**src/rtl/vga_block_motion_ctrl_if.sv**
```systemverilog
// Signal bundle between the VGA timing/pixel path and the block motion controller.
// The master side drives sync, enable, speed and pixel coordinates; the slave returns block state.
interface vga_block_motion_ctrl_if;
  logic        i_vga_vs;
  logic        i_en;
  logic [3:0]  i_speed;
  logic [9:0]  i_pix_x;
  logic [9:0]  i_pix_y;
  logic [9:0]  o_blk_x;
  logic [9:0]  o_blk_y;
  logic        o_dir_x;
  logic        o_dir_y;
  logic        o_pos_valid;
  logic        o_bounce_x;
  logic        o_bounce_y;
  logic        o_in_block;
  logic [15:0] o_frame_cnt;

  modport master (
    output i_vga_vs, i_en, i_speed, i_pix_x, i_pix_y,
    input  o_blk_x, o_blk_y, o_dir_x, o_dir_y, o_pos_valid,
           o_bounce_x, o_bounce_y, o_in_block, o_frame_cnt
  );

  modport slave (
    input  i_vga_vs, i_en, i_speed, i_pix_x, i_pix_y,
    output o_blk_x, o_blk_y, o_dir_x, o_dir_y, o_pos_valid,
           o_bounce_x, o_bounce_y, o_in_block, o_frame_cnt
  );
endinterface

```
**src/rtl/vga_block_motion_ctrl.sv**
```systemverilog
// Frame-synchronous bouncing-block position sequencer for the VGA pixel path.
// Steps X then Y once per VS falling edge and flags pixels inside the block.
module vga_block_motion_ctrl #(
  parameter int H_ACTIVE = 640,
  parameter int V_ACTIVE = 480,
  parameter int BLK_W    = 64,
  parameter int BLK_H    = 64
) (
  input logic clk,
  input logic rst_n,
  vga_block_motion_ctrl_if.slave bus
);

  localparam logic [10:0] XMAX   = 11'(H_ACTIVE - BLK_W);
  localparam logic [10:0] YMAX   = 11'(V_ACTIVE - BLK_H);
  localparam logic [9:0]  XMAX10 = 10'(H_ACTIVE - BLK_W);
  localparam logic [9:0]  YMAX10 = 10'(V_ACTIVE - BLK_H);
  localparam logic [9:0]  X_INIT = 10'((H_ACTIVE - BLK_W) / 2);
  localparam logic [9:0]  Y_INIT = 10'((V_ACTIVE - BLK_H) / 2);
  localparam logic [10:0] BW11   = 11'(BLK_W);
  localparam logic [10:0] BH11   = 11'(BLK_H);

  typedef enum logic [1:0] {S_IDLE, S_WAIT, S_MOVE_X, S_MOVE_Y} state_t;

  state_t      r_state;
  state_t      w_next;
  logic        r_vs_d;
  logic [3:0]  r_spd;
  logic [9:0]  r_blk_x;
  logic [9:0]  r_blk_y;
  logic        r_dir_x;
  logic        r_dir_y;
  logic        r_pos_valid;
  logic        r_bounce_x;
  logic        r_bounce_y;
  logic        r_in_block;
  logic [15:0] r_frame_cnt;

  logic        w_frame_edge;
  logic [10:0] w_spd11;
  logic [10:0] w_x_sum;
  logic [10:0] w_y_sum;
  logic        w_x_left_hit;
  logic        w_y_left_hit;
  logic [9:0]  w_x_diff;
  logic [9:0]  w_y_diff;
  logic [10:0] w_px;
  logic [10:0] w_py;
  logic [10:0] w_bx;
  logic [10:0] w_by;
  logic        w_in_block;

  assign w_frame_edge = r_vs_d & ~bus.i_vga_vs;

  // All position arithmetic is done 11 bits wide so the sums cannot wrap.
  assign w_spd11      = {7'd0, r_spd};
  assign w_x_sum      = {1'b0, r_blk_x} + w_spd11;
  assign w_y_sum      = {1'b0, r_blk_y} + w_spd11;
  assign w_x_left_hit = ({1'b0, r_blk_x} <= w_spd11);
  assign w_y_left_hit = ({1'b0, r_blk_y} <= w_spd11);
  assign w_x_diff     = r_blk_x - {6'd0, r_spd};
  assign w_y_diff     = r_blk_y - {6'd0, r_spd};

  assign w_px       = {1'b0, bus.i_pix_x};
  assign w_py       = {1'b0, bus.i_pix_y};
  assign w_bx       = {1'b0, r_blk_x};
  assign w_by       = {1'b0, r_blk_y};
  assign w_in_block = (w_px >= w_bx) && (w_px < (w_bx + BW11)) &&
                      (w_py >= w_by) && (w_py < (w_by + BH11));

  always_ff @(posedge clk or negedge rst_n) begin
    if (!rst_n) r_state <= S_IDLE;
    else        r_state <= w_next;
  end

  // A frame edge is only honoured while waiting; edges during a move are dropped.
  always_comb begin
    w_next = r_state;
    case (r_state)
      S_IDLE:   if (bus.i_en) w_next = S_WAIT;
      S_WAIT:   begin
        if (!bus.i_en)        w_next = S_IDLE;
        else if (w_frame_edge) w_next = S_MOVE_X;
      end
      S_MOVE_X: w_next = S_MOVE_Y;
      S_MOVE_Y: w_next = bus.i_en ? S_WAIT : S_IDLE;
      default:  w_next = S_IDLE;
    endcase
  end

  always_ff @(posedge clk or negedge rst_n) begin
    if (!rst_n) begin
      r_vs_d      <= 1'b1;
      r_spd       <= 4'd0;
      r_blk_x     <= X_INIT;
      r_blk_y     <= Y_INIT;
      r_dir_x     <= 1'b1;
      r_dir_y     <= 1'b1;
      r_pos_valid <= 1'b0;
      r_bounce_x  <= 1'b0;
      r_bounce_y  <= 1'b0;
      r_in_block  <= 1'b0;
      r_frame_cnt <= 16'd0;
    end else begin
      r_vs_d      <= bus.i_vga_vs;
      r_pos_valid <= 1'b0;
      r_bounce_x  <= 1'b0;
      r_bounce_y  <= 1'b0;
      r_in_block  <= w_in_block;
      if (w_frame_edge) r_frame_cnt <= r_frame_cnt + 16'd1;
      if (r_state == S_WAIT && bus.i_en && w_frame_edge) r_spd <= bus.i_speed;

      if (r_state == S_MOVE_X) begin
        if (r_dir_x) begin
          if (w_x_sum >= XMAX) begin
            r_blk_x    <= XMAX10;
            r_dir_x    <= 1'b0;
            r_bounce_x <= 1'b1;
          end else begin
            r_blk_x <= w_x_sum[9:0];
          end
        end else begin
          if (w_x_left_hit) begin
            r_blk_x    <= 10'd0;
            r_dir_x    <= 1'b1;
            r_bounce_x <= 1'b1;
          end else begin
            r_blk_x <= w_x_diff;
          end
        end
      end

      if (r_state == S_MOVE_Y) begin
        r_pos_valid <= 1'b1;
        if (r_dir_y) begin
          if (w_y_sum >= YMAX) begin
            r_blk_y    <= YMAX10;
            r_dir_y    <= 1'b0;
            r_bounce_y <= 1'b1;
          end else begin
            r_blk_y <= w_y_sum[9:0];
          end
        end else begin
          if (w_y_left_hit) begin
            r_blk_y    <= 10'd0;
            r_dir_y    <= 1'b1;
            r_bounce_y <= 1'b1;
          end else begin
            r_blk_y <= w_y_diff;
          end
        end
      end
    end
  end

  assign bus.o_blk_x     = r_blk_x;
  assign bus.o_blk_y     = r_blk_y;
  assign bus.o_dir_x     = r_dir_x;
  assign bus.o_dir_y     = r_dir_y;
  assign bus.o_pos_valid = r_pos_valid;
  assign bus.o_bounce_x  = r_bounce_x;
  assign bus.o_bounce_y  = r_bounce_y;
  assign bus.o_in_block  = r_in_block;
  assign bus.o_frame_cnt = r_frame_cnt;

endmodule

```
**src/flat_wrapper.sv**
```systemverilog
// flat-port wrapper written by rule: the top's interface ports become plain ports
module vga_block_motion_ctrl_flat 
#(
  parameter int H_ACTIVE = 640,
  parameter int V_ACTIVE = 480,
  parameter int BLK_W    = 64,
  parameter int BLK_H    = 64
)
  (clk, rst_n, bus_i_vga_vs, bus_i_en, bus_i_speed, bus_i_pix_x, bus_i_pix_y, bus_o_blk_x, bus_o_blk_y, bus_o_dir_x, bus_o_dir_y, bus_o_pos_valid, bus_o_bounce_x, bus_o_bounce_y, bus_o_in_block, bus_o_frame_cnt);
  vga_block_motion_ctrl_if bus_i ();
  input logic clk;
  input logic rst_n;
  input wire logic [$bits(bus_i.i_vga_vs)-1:0] bus_i_vga_vs;
  input wire logic [$bits(bus_i.i_en)-1:0] bus_i_en;
  input wire logic [$bits(bus_i.i_speed)-1:0] bus_i_speed;
  input wire logic [$bits(bus_i.i_pix_x)-1:0] bus_i_pix_x;
  input wire logic [$bits(bus_i.i_pix_y)-1:0] bus_i_pix_y;
  output wire logic [$bits(bus_i.o_blk_x)-1:0] bus_o_blk_x;
  output wire logic [$bits(bus_i.o_blk_y)-1:0] bus_o_blk_y;
  output wire logic [$bits(bus_i.o_dir_x)-1:0] bus_o_dir_x;
  output wire logic [$bits(bus_i.o_dir_y)-1:0] bus_o_dir_y;
  output wire logic [$bits(bus_i.o_pos_valid)-1:0] bus_o_pos_valid;
  output wire logic [$bits(bus_i.o_bounce_x)-1:0] bus_o_bounce_x;
  output wire logic [$bits(bus_i.o_bounce_y)-1:0] bus_o_bounce_y;
  output wire logic [$bits(bus_i.o_in_block)-1:0] bus_o_in_block;
  output wire logic [$bits(bus_i.o_frame_cnt)-1:0] bus_o_frame_cnt;
  assign bus_i.i_vga_vs = bus_i_vga_vs;
  assign bus_i.i_en = bus_i_en;
  assign bus_i.i_speed = bus_i_speed;
  assign bus_i.i_pix_x = bus_i_pix_x;
  assign bus_i.i_pix_y = bus_i_pix_y;
  assign bus_o_blk_x = bus_i.o_blk_x;
  assign bus_o_blk_y = bus_i.o_blk_y;
  assign bus_o_dir_x = bus_i.o_dir_x;
  assign bus_o_dir_y = bus_i.o_dir_y;
  assign bus_o_pos_valid = bus_i.o_pos_valid;
  assign bus_o_bounce_x = bus_i.o_bounce_x;
  assign bus_o_bounce_y = bus_i.o_bounce_y;
  assign bus_o_in_block = bus_i.o_in_block;
  assign bus_o_frame_cnt = bus_i.o_frame_cnt;
  vga_block_motion_ctrl #(.H_ACTIVE(H_ACTIVE), .V_ACTIVE(V_ACTIVE), .BLK_W(BLK_W), .BLK_H(BLK_H)) u_core (.clk(clk), .rst_n(rst_n), .bus(bus_i));
endmodule
```
**config.mk**
```make
export PLATFORM = sky130hd
export DESIGN_NAME = vga_block_motion_ctrl_flat
export DESIGN_NICKNAME = d
export VERILOG_FILES = /design/src/rtl/vga_block_motion_ctrl_if.sv /design/src/rtl/vga_block_motion_ctrl.sv /design/src/flat_wrapper.sv
export SDC_FILE = /design/constraint.sdc
export NUM_CORES = 1
export LEC_CHECK = 0
export CORE_MARGIN = 1
export CORE_UTILIZATION = 30
export DETAILED_ROUTE_END_ITERATION = 8
export GPL_TIMING_DRIVEN = 0
export PLACE_DENSITY = 0.56
export SLEW_MARGIN = 20
export SYNTH_ARGS = -nofsm -noshare
export SYNTH_HDL_FRONTEND = slang
export SYNTH_SLANG_ARGS = --single-unit
```
**constraint.sdc**
```tcl
create_clock -name clk -period 2.8 [get_ports clk]
set_input_delay 0.7 -clock clk [delete_from_list [all_inputs] [get_ports clk]]
set_output_delay 0.7 -clock clk [all_outputs]
set_load 0.005 [all_outputs]
```
### Yosys cells after proc, flatten, opt, wreduce, memory -nomap -nowiden

Index checks and enable logic that the tools add are counted.

| storage, ports and cells | value |
|---|---|
| flip-flop bits (word level) | 49 |
| output and inout bits | 42 |
| logic and storage cells | 65 |

| operators by class | value |
|---|---|
| add/sub/neg operators | 7 |
| order comparisons | 8 |
| equality and inequality tests | 5 |
| muxes and demuxes | 24 |
| bitwise gates (word level) | 2 |
| reduce and logical (&&, ||, !) cells | 7 |

Operators with widths:

| kind | number |
|---|---|
| $mux 10 | 6 |
| $add 10x4->11 | 2 |
| $add 10x7->11 const B | 2 |
| $lt 10x11->1 | 2 |
| $ge 10x10->1 | 2 |
| $le 10x4->1 | 2 |
| $sub 10x4->10 | 2 |
| $add 16x1->16 const B | 1 |
| $mux 1 | 14 |
| $ge 11x10->1 const B | 1 |
| $ge 11x9->1 const B | 1 |
| $pmux 2 s4 | 1 |
| $mux 2 | 3 |
| $logic_and 1x1->1 | 5 |
| $eq 2x2->1 const B | 2 |
| $ne 3x2->1 const B | 1 |
| $eq 2x1->1 const B | 1 |
| $logic_not 2->1 | 1 |
| $ne 2x2->1 const B | 1 |
| $reduce_and 2->1 | 1 |
| $and 1x1->1 | 1 |
| $not 1->1 | 1 |

### Logic depth before layout (Yosys ltp)

Gate-level depths: netlist of run 1.

| logic depth | value |
|---|---|
| depth after elaboration | 5 |
| depth in mapped cells | 12 |
| depth with buffers taken out | 11 |

### Least setup slack after synthesis of run 1

Ideal clock, no wire load.

| path | value |
|---|---|
| kind | reg-to-reg |
| from | reg u_core.r_blk_y[0], in the netlist u_core.bus.o_blk_y[0] |
| to | reg u_core.r_blk_y[2], in the netlist u_core.bus.o_blk_y[2] |
| setup time | 0.126 ns |
| arrival time | 2.406 ns |
| data required time | 2.674 ns |
| path slack | 0.268 ns |
| stages on the path, launching flop included | 13 |
| cells stage by stage | dfrtp_1 inv_1 ha_1 inv_1 fa_1 a21o_2 a21oi_1 o22a_1 buf_2 nor2_1 nor2_1 a22oi_1 a221o_1 |

| between the ends | value |
|---|---|
| longest elaborated chain between the ends | 4 |
| elaborated cells between the ends (all ways) | 7 |
| those cells by class | add/sub: 2; order compare: 2; mux: 3 |

Ends and longest elaborated chain:

| element | RTL line | text |
|---|---|---|
| from (decl) | vga_block_motion_ctrl.sv:30 | `logic [9:0] r_blk_y;` |
| from (signal assigned) | vga_block_motion_ctrl.sv:141 | `r_blk_y <= w_y_sum[9:0];` |
| from (signal assigned) | vga_block_motion_ctrl.sv:149 | `r_blk_y <= w_y_diff;` |
| $add 10x4->11 | vga_block_motion_ctrl.sv:58 | `assign w_y_sum = {1'b0, r_blk_y} + w_spd11;` |
| $ge 11x9->1 | vga_block_motion_ctrl.sv:136 | `if (w_y_sum >= YMAX) begin` |
| $mux 10 | vga_block_motion_ctrl.sv:136 |  |
| $mux 10 * | vga_block_motion_ctrl.sv:135 | `if (r_dir_y) begin` |

Every way passes the cells marked *; elsewhere a longest branch is shown, timed or not.
A chain may end at the register's enable or synchronous reset.

### Final worst setup path of run 1

| path | value |
|---|---|
| from | reg u_core.r_spd[1] |
| to | reg u_core.r_blk_y[2], in the netlist u_core.bus.o_blk_y[2] |

| between the ends | value |
|---|---|
| longest elaborated chain between the ends | 4 |
| elaborated cells between the ends (all ways) | 7 |
| those cells by class | add/sub: 2; order compare: 2; mux: 3 |

Ends and longest elaborated chain:

| element | RTL line | text |
|---|---|---|
| from (decl) | vga_block_motion_ctrl.sv:28 | `logic [3:0] r_spd;` |
| from (signal assigned) | vga_block_motion_ctrl.sv:111 | `if (r_state == S_WAIT && bus.i_en && w_frame_edge) r_spd <= bus.i_speed;` |
| $add 10x4->11 | vga_block_motion_ctrl.sv:58 |  |
| $ge 11x9->1 | vga_block_motion_ctrl.sv:136 |  |
| $mux 10 | vga_block_motion_ctrl.sv:136 |  |
| $mux 10 * | vga_block_motion_ctrl.sv:135 |  |

Marks and branches as above.

==> results_dict.tcl, run 1 <==
set metrics [dict create \
    overflow 0 \
    wl_per_cell_microns 16.2 \
    crit_end "u_core.bus.o_blk_y[2]" \
    cpPeakStageDelay_ns 0.43 \
    syn2layout_area_growth_pct 31.0 \
    core.rowCount 42 \
    max_freq_ghz 0.368 \
    die_h_microns 119 \
    cp-startpoint "u_core.r_spd[1]" \
    r2r-start "u_core.r_spd[1]" \
    syn_area_per_cell_sq_um 8.82 \
    grt_max_degree 50 \
    drt_iter0_markers 167 \
    ys_types 72 \
    path_clk_slew_ns 0.07 \
    path_class "reg -> reg" \
    cp_top_family "compound AO/OA/AOI/OAI gates" \
    insertion_delay_ns 0.29 \
    diodes 0 \
    ys_seq_area_share_pct 30.1 \
    drc 0 \
    synth-edff-count 0 \
    reg2reg_depth 9 \
    whs_ns 0.434 \
    drive_gt1_share_pct 13.5 \
    fin_crit_ns 2.72 \
    grt_usage_pct 17.0 \
    maxSlewViolCount 0 \
    clock_sinks 49 \
    fin_crit_sh_pct 97.2 \
    p_per_area_mw_per_mm2 971 \
    num-nets-final 635 \
    min_path_type "in -> async" \
    drt_pre_antenna_iters 4 \
    synth_seq_cells 49 \
    crit_slowest_cell "dfrtp_2" \
    outcome "finished, final reports clean" \
    startpoint_type "flop" \
    ant_nets 0 \
    clock_path_buffers 2 \
    grt_pass1_wl_mm 19.3 \
    via_per_inst 5.22 \
    initial_core_util_pct 30.9 \
    wl_mm 11.9 \
    critPathRequiredTime_ns 2.98 \
    setup_viol 0 \
    r2r-end "u_core.bus.o_blk_y[2]" \
    arrival_ns 2.90 \
    tns_ns 0 \
    fillers 1303 \
    rrSetupSlack_ns 0.08 \
    synth_area_sq_mm 0.00411 \
    clock-root-buffer "clkbuf_16" \
    grt_pass1_vias 3793 \
    worst_clock_skew_ns 0.00813 \
    tightest_slew_ns 0.696 \
    path_buf_inv 1 \
    antenna_found_initial 0 \
    io_pins 70 \
    fin_ws_ns 0.0796 \
    cap_violations 0 \
    p_leak_nw 2.25 \
    core_sq_mm 0.0133 \
    vias 3819 \
    hold_viol 0 \
    gp_congestion 0.890 \
    multi_input_area_sq_mm 0.00277 \
    cts_tree "done" \
    ys.flop_type "dfrtp_1" \
    end_kind "flop" \
    cp.depth 9 \
    ys_async_sr_fraction_pct 100 \
    dpl_worst_slack_ns -0.335 \
    htree_num_levels 2 \
    numPortBuffers 69 \
    max_slew_margin_pct 53.2 \
    syn_inst 466 \
    cts_buffers 5 \
    yosys_warnings 0 \
    seqCellArea_sq_mm 0.00124 \
    ir_worst_vdd_mv 0.347 \
    crit_chain "clkinvlp_4, ha_1, or3b_4, a31oi_4, or2_2, a32oi_2, o211ai_4, nor2_2, a221o_1" \
    cp_max_fo 5 \
    die_w_microns 119 \
    synth_nets 547 \
    dpl.hpwl_mm 8.85 \
    die_area_sq_mm 0.0142 \
]
[per-stage QoR]
step / total power, mW / util [%] / instance area [sq um] / cells
finish: 5.23 / 40.5 / 5390 / 731
CTS: 5.03 / 39.4 / 5240 / 722
global placement: 4.24 / 37.8 / 5020 / 711
global route: 5.70 / 40.5 / 5390 / 731
detailed placement: 4.28 / 37.8 / 5020 / 711
floorplan: 3.22 / - / 4110 / 466
[synth_stat cells (6+ instances only)]
cell | number | area share (%)
dfstp_2 | 8 | 5.1
a211o_1 | 6 | 1.3
o21ai_0 | 28 | 3.4
a21oi_1 | 31 | 3.8
clkbuf_1 | 9 | 0.82
xnor2_1 | 24 | 5.1
nand3_1 | 15 | 1.8
nand2_1 | 34 | 3.1
nor3_1 | 12 | 1.5
nor2_1 | 34 | 3.1
a31oi_1 | 7 | 1.1
nor2b_1 | 8 | 1.2
inv_1 | 37 | 3.4
o21a_1 | 6 | 1.1
a211oi_1 | 7 | 1.3
o211ai_1 | 6 | 1.1
ha_1 | 49 | 15
dfrtp_1 | 41 | 25
[what timing repair did]
action / in CTS / in global routing
buffers inserted: 3 / 10
pin swaps: 1 / 6
hold buffers: 0 / 0
endpoints found under the setup margin: 19 / 20
resized for setup: 7 / 17
hold endpoints to repair: 0 / 0
[metal layers]
layer  global-route usage [%]  wire [microns]
met1                     23.6            5720
met2                     27.0            5430
met3                     3.45             594
met4                     4.03             124
met5                        0               0
[cells in the final DEF, fill, tap and decap left out, types with 14 or more instances in the layout]
cell,instances
a21oi_1,29
buf_4,14
clkdlybuf4s50_1,68
dfrtp_1,38
ha_1,49
inv_1,36
nand2_1,34
nand3_1,15
nor2_1,33
o21ai_0,28
xnor2_1,23
[logic make-up (layout without fill, tap and decap cells)]
| logic type | count (synthesis) | after routing | synth area share, % |
|---|---|---|---|
| multiplexers | 5 | 5 | 1.37 |
| adder cells (fa/ha/maj) | 53 | 53 | 16.9 |
| flip-flops | 49 | 49 | 30.1 |
| buffers and inverters | 53 | 142 | 5.17 |
| AND/OR/NAND/NOR | 144 | 144 | 17.8 |
| XOR/XNOR | 27 | 27 | 5.75 |
| AO/OA/AOI/OAI | 135 | 135 | 23.0 |
[where the power goes]
part           leakage [nW]  internal (mW)  total (mW)  switching [mW]
sequential            0.608          0.946        1.29           0.341
combinational          1.57           1.52        3.29            1.77
clock                0.0775          0.361       0.651           0.290
[how the worst min path moves through the flow]
stage / startpoint / endpoint / slack [ns]
5_1_grt: rst_n / u_core.bus.o_blk_y[5] / 0.48
3_5_place_dp: u_core.bus.o_frame_cnt[15] / u_core.bus.o_frame_cnt[15] / 0.46
3_3_place_gp: u_core.bus.o_frame_cnt[15] / u_core.bus.o_frame_cnt[15] / 0.46
4_1_cts: rst_n / u_core.bus.o_blk_y[5] / 0.46
6_report: rst_n / u_core.bus.o_frame_cnt[11] / 0.43
2_1_floorplan: rst_n / async pin / 0.40
[state kept, by name, summed over array words and instances, names as in the netlist, 4 cells and up, named ones only]
register and count:
u_core.bus.o_frame_cnt 16, u_core.bus.o_blk_x 10, u_core.bus.o_blk_y 10, u_core.r_spd 4
[final cells by class]
class                      count  area share, %
buffer                        14           1.23
clock buffer                   6           2.58
clock inverter                 2          0.325
inverter                      38           2.72
multi-input combinational    364           51.4
sequential                    49           23.0
tap                          176           4.09
timing repair buffer          82           14.6
Power figures use the tool's default switching activity.
==> inputs of run 2 (changes only) <==
--- a/config.mk
+++ b/config.mk
@@ -10,7 +10,7 @@
 export DETAILED_ROUTE_END_ITERATION = 8
 export GPL_TIMING_DRIVEN = 0
 export PLACE_DENSITY = 0.56
-export SLEW_MARGIN = 20
+export SLEW_MARGIN = 10
 export SYNTH_ARGS = -nofsm -noshare
 export SYNTH_HDL_FRONTEND = slang
 export SYNTH_SLANG_ARGS = --single-unit
==> constraint.sdc (replaced) <==
create_clock -name clk -period 3.5 [get_ports clk]
set_input_delay 0.875 -clock clk [delete_from_list [all_inputs] [get_ports clk]]
set_output_delay 0.875 -clock clk [all_outputs]
set_load 0.005 [all_outputs]
==> results_dict.tcl, run 2 (same netlist as run 1, synthesis figures left out) <==
set metrics [dict create \
    outcome "finished, final reports clean" \
    mostFrequentLayoutCell "clkdlybuf4s50_1" \
    via_per_inst 5.21 \
    fin_ws_ns 0.334 \
    core_sq_mm 0.0133 \
    fin_crit_ns 3.17 \
    min_path_type "reg -> reg" \
    worst_clock_skew_ns 0.00633 \
    path_class "reg -> reg" \
    whs_ns 0.479 \
    startpoint_type "flop" \
    die_h_microns 119 \
    clock_path_buffers 2 \
    syn2layout_area_growth_pct 26.1 \
    max_slew_margin_pct 35.6 \
    ctsResizeCount 0 \
    wl_per_cell_microns 16.3 \
    seqCellArea_sq_mm 0.00124 \
    grt_pass1_wl_mm 19.5 \
    initial_core_util_pct 30.9 \
    cts_buffers 5 \
    multi_input_area_sq_mm 0.00266 \
    dpl_worst_slack_ns 0.383 \
    die_area_sq_mm 0.0142 \
    final_cell_area_sq_mm 0.00518 \
    max_freq_ghz 0.316 \
    dpl.hpwl_mm 9.08 \
    crit_chain "inv_1, fa_1, a21o_2, a21oi_1, o22ai_1, and3_1, a221o_1" \
    critPathRequiredTime_ns 3.68 \
    arrival_ns 3.35 \
    switching_share_pct 46.2 \
    crit_slowest_cell "fa_1" \
    final_cell_mix "68 x clkdlybuf4s50_1, 49 x ha_1, 41 x dfrtp_1" \
    grt_pass1_vias 3759 \
    p_per_area_mw_per_mm2 760 \
    largest_register_ffs 16 \
    path_clk_slew_ns 0.07 \
    setup_viol 0 \
    power_switching_mw 1.82 \
    p_int_mw 2.12 \
    maxSlewViolCount 0 \
    clock_sinks 49 \
    cts_setup_buffers 0 \
    comb_power_share_pct 61.4 \
    hold_buffers 0 \
    fin_crit_sh_pct 90.5 \
    io_pins 70 \
    drive_gt1_share_pct 8.09 \
    hold_viol 0 \
    clock-root-buffer "clkbuf_16" \
    rsz0062_at_grt "false" \
    clkPwrFrac_pct 12.8 \
    grt_usage_pct 17.0 \
    wl_mm 11.8 \
    gp_congestion 0.890 \
    power_mw 3.94 \
    cp_max_fo 10 \
    overflow 0 \
    cap_violations 0 \
    htree_num_levels 2 \
    p_leak_nw 2.19 \
    grt_max_degree 36 \
    fillers 1321 \
    drt_pre_antenna_iters 4 \
    drt_iter0_markers 192 \
    cp_top_family "compound AO/OA/AOI/OAI gates" \
    vias 3750 \
    tightest_slew_ns 0.965 \
    placed_area_sq_mm 0.00504 \
    drc 0 \
    core.rowCount 42 \
    insertion_delay_ns 0.30 \
    end_kind "flop" \
    num-nets-final 624 \
    seqPwrFrac_pct 25.8 \
    ir_worst_vdd_mv 0.274 \
    cts_tree "done" \
    die_w_microns 119 \
    antenna_found_initial 0 \
    diodes 0 \
    cpPeakStageDelay_ns 0.52 \
    path_buf_inv 1 \
    ant_nets 0 \
    numPortBuffers 69 \
]
==> run 2: per-stage QoR <==
stage / TNS [ns] / util (%) / std cells
finish: 0 / 39.0 / 720
detailed placement: 0 / 37.9 / 712
floorplan: 0 / - / 466
global placement: -0.957 / 37.8 / 711
global route: 0 / 39.0 / 720
CTS: 0 / 39.0 / 720
==> run 2: worst paths after layout <==
path | slack (ns) | to | start | cells after the start
min reg2reg | 0.48 | u_core.bus.o_frame_cnt[15] | u_core.bus.o_frame_cnt[15] | 1
max in group asynchronous | 2.41 | u_core.bus.o_dir_x | rst_n | 2
max reg2reg | 0.33 | u_core.bus.o_blk_y[1] | u_core.r_spd[1] | 7
min | 0.48 | u_core.bus.o_frame_cnt[15] | u_core.bus.o_frame_cnt[15] | 1
min in group asynchronous | 0.50 | u_core.bus.o_blk_y[3] | rst_n | 1
max | 0.33 | u_core.bus.o_blk_y[1] | u_core.r_spd[1] | 7
==> run 2: worst reg2reg max path, stage by stage (launching register included) <==
cell     delay [ns]
dfrtp_1        0.49
inv_1          0.22
fa_1           0.52
a21o_2         0.23
a21oi_1        0.50
o22ai_1        0.49
and3_1         0.34
a221o_1        0.26
==> run 2: power groups by stage <==
| stage | Clock [mW] | Combinational (mW) | Sequential, mW |
|---|---|---|---|
| floorplan | 0 | 1.62 | 0.959 |
| global placement | 0 | 2.37 | 1.03 |
| detailed placement | 0 | 2.39 | 1.03 |
| CTS | 0.515 | 2.41 | 1.03 |
| global route | 0.539 | 2.72 | 1.06 |
| finish | 0.505 | 2.42 | 1.01 |
==> run 2: cell type report <==
cell class                 instances  share of cell area, %
multi-input combinational        364                   51.4
sequential                        49                   23.8
timing repair buffer              70                   13.6
tap                              176                   4.25
inverter                          38                   2.75
clock buffer                       5                   2.41
buffer                            15                   1.35
clock inverter                     3                  0.410
==> run 2: metal layers <==
layer / wire length [microns] / GRT usage, % / up-vias / part of all wire [%]
li1: - / - / 1846 / -
met1: 5700 / 23.7 / 1787 / 48
met2: 5170 / 26.9 / 103 / 44
met3: 724 / 3.64 / 14 / 6.2
met4: 157 / 3.96 / 0 / 1.3
met5: 0 / 0 / - / 0
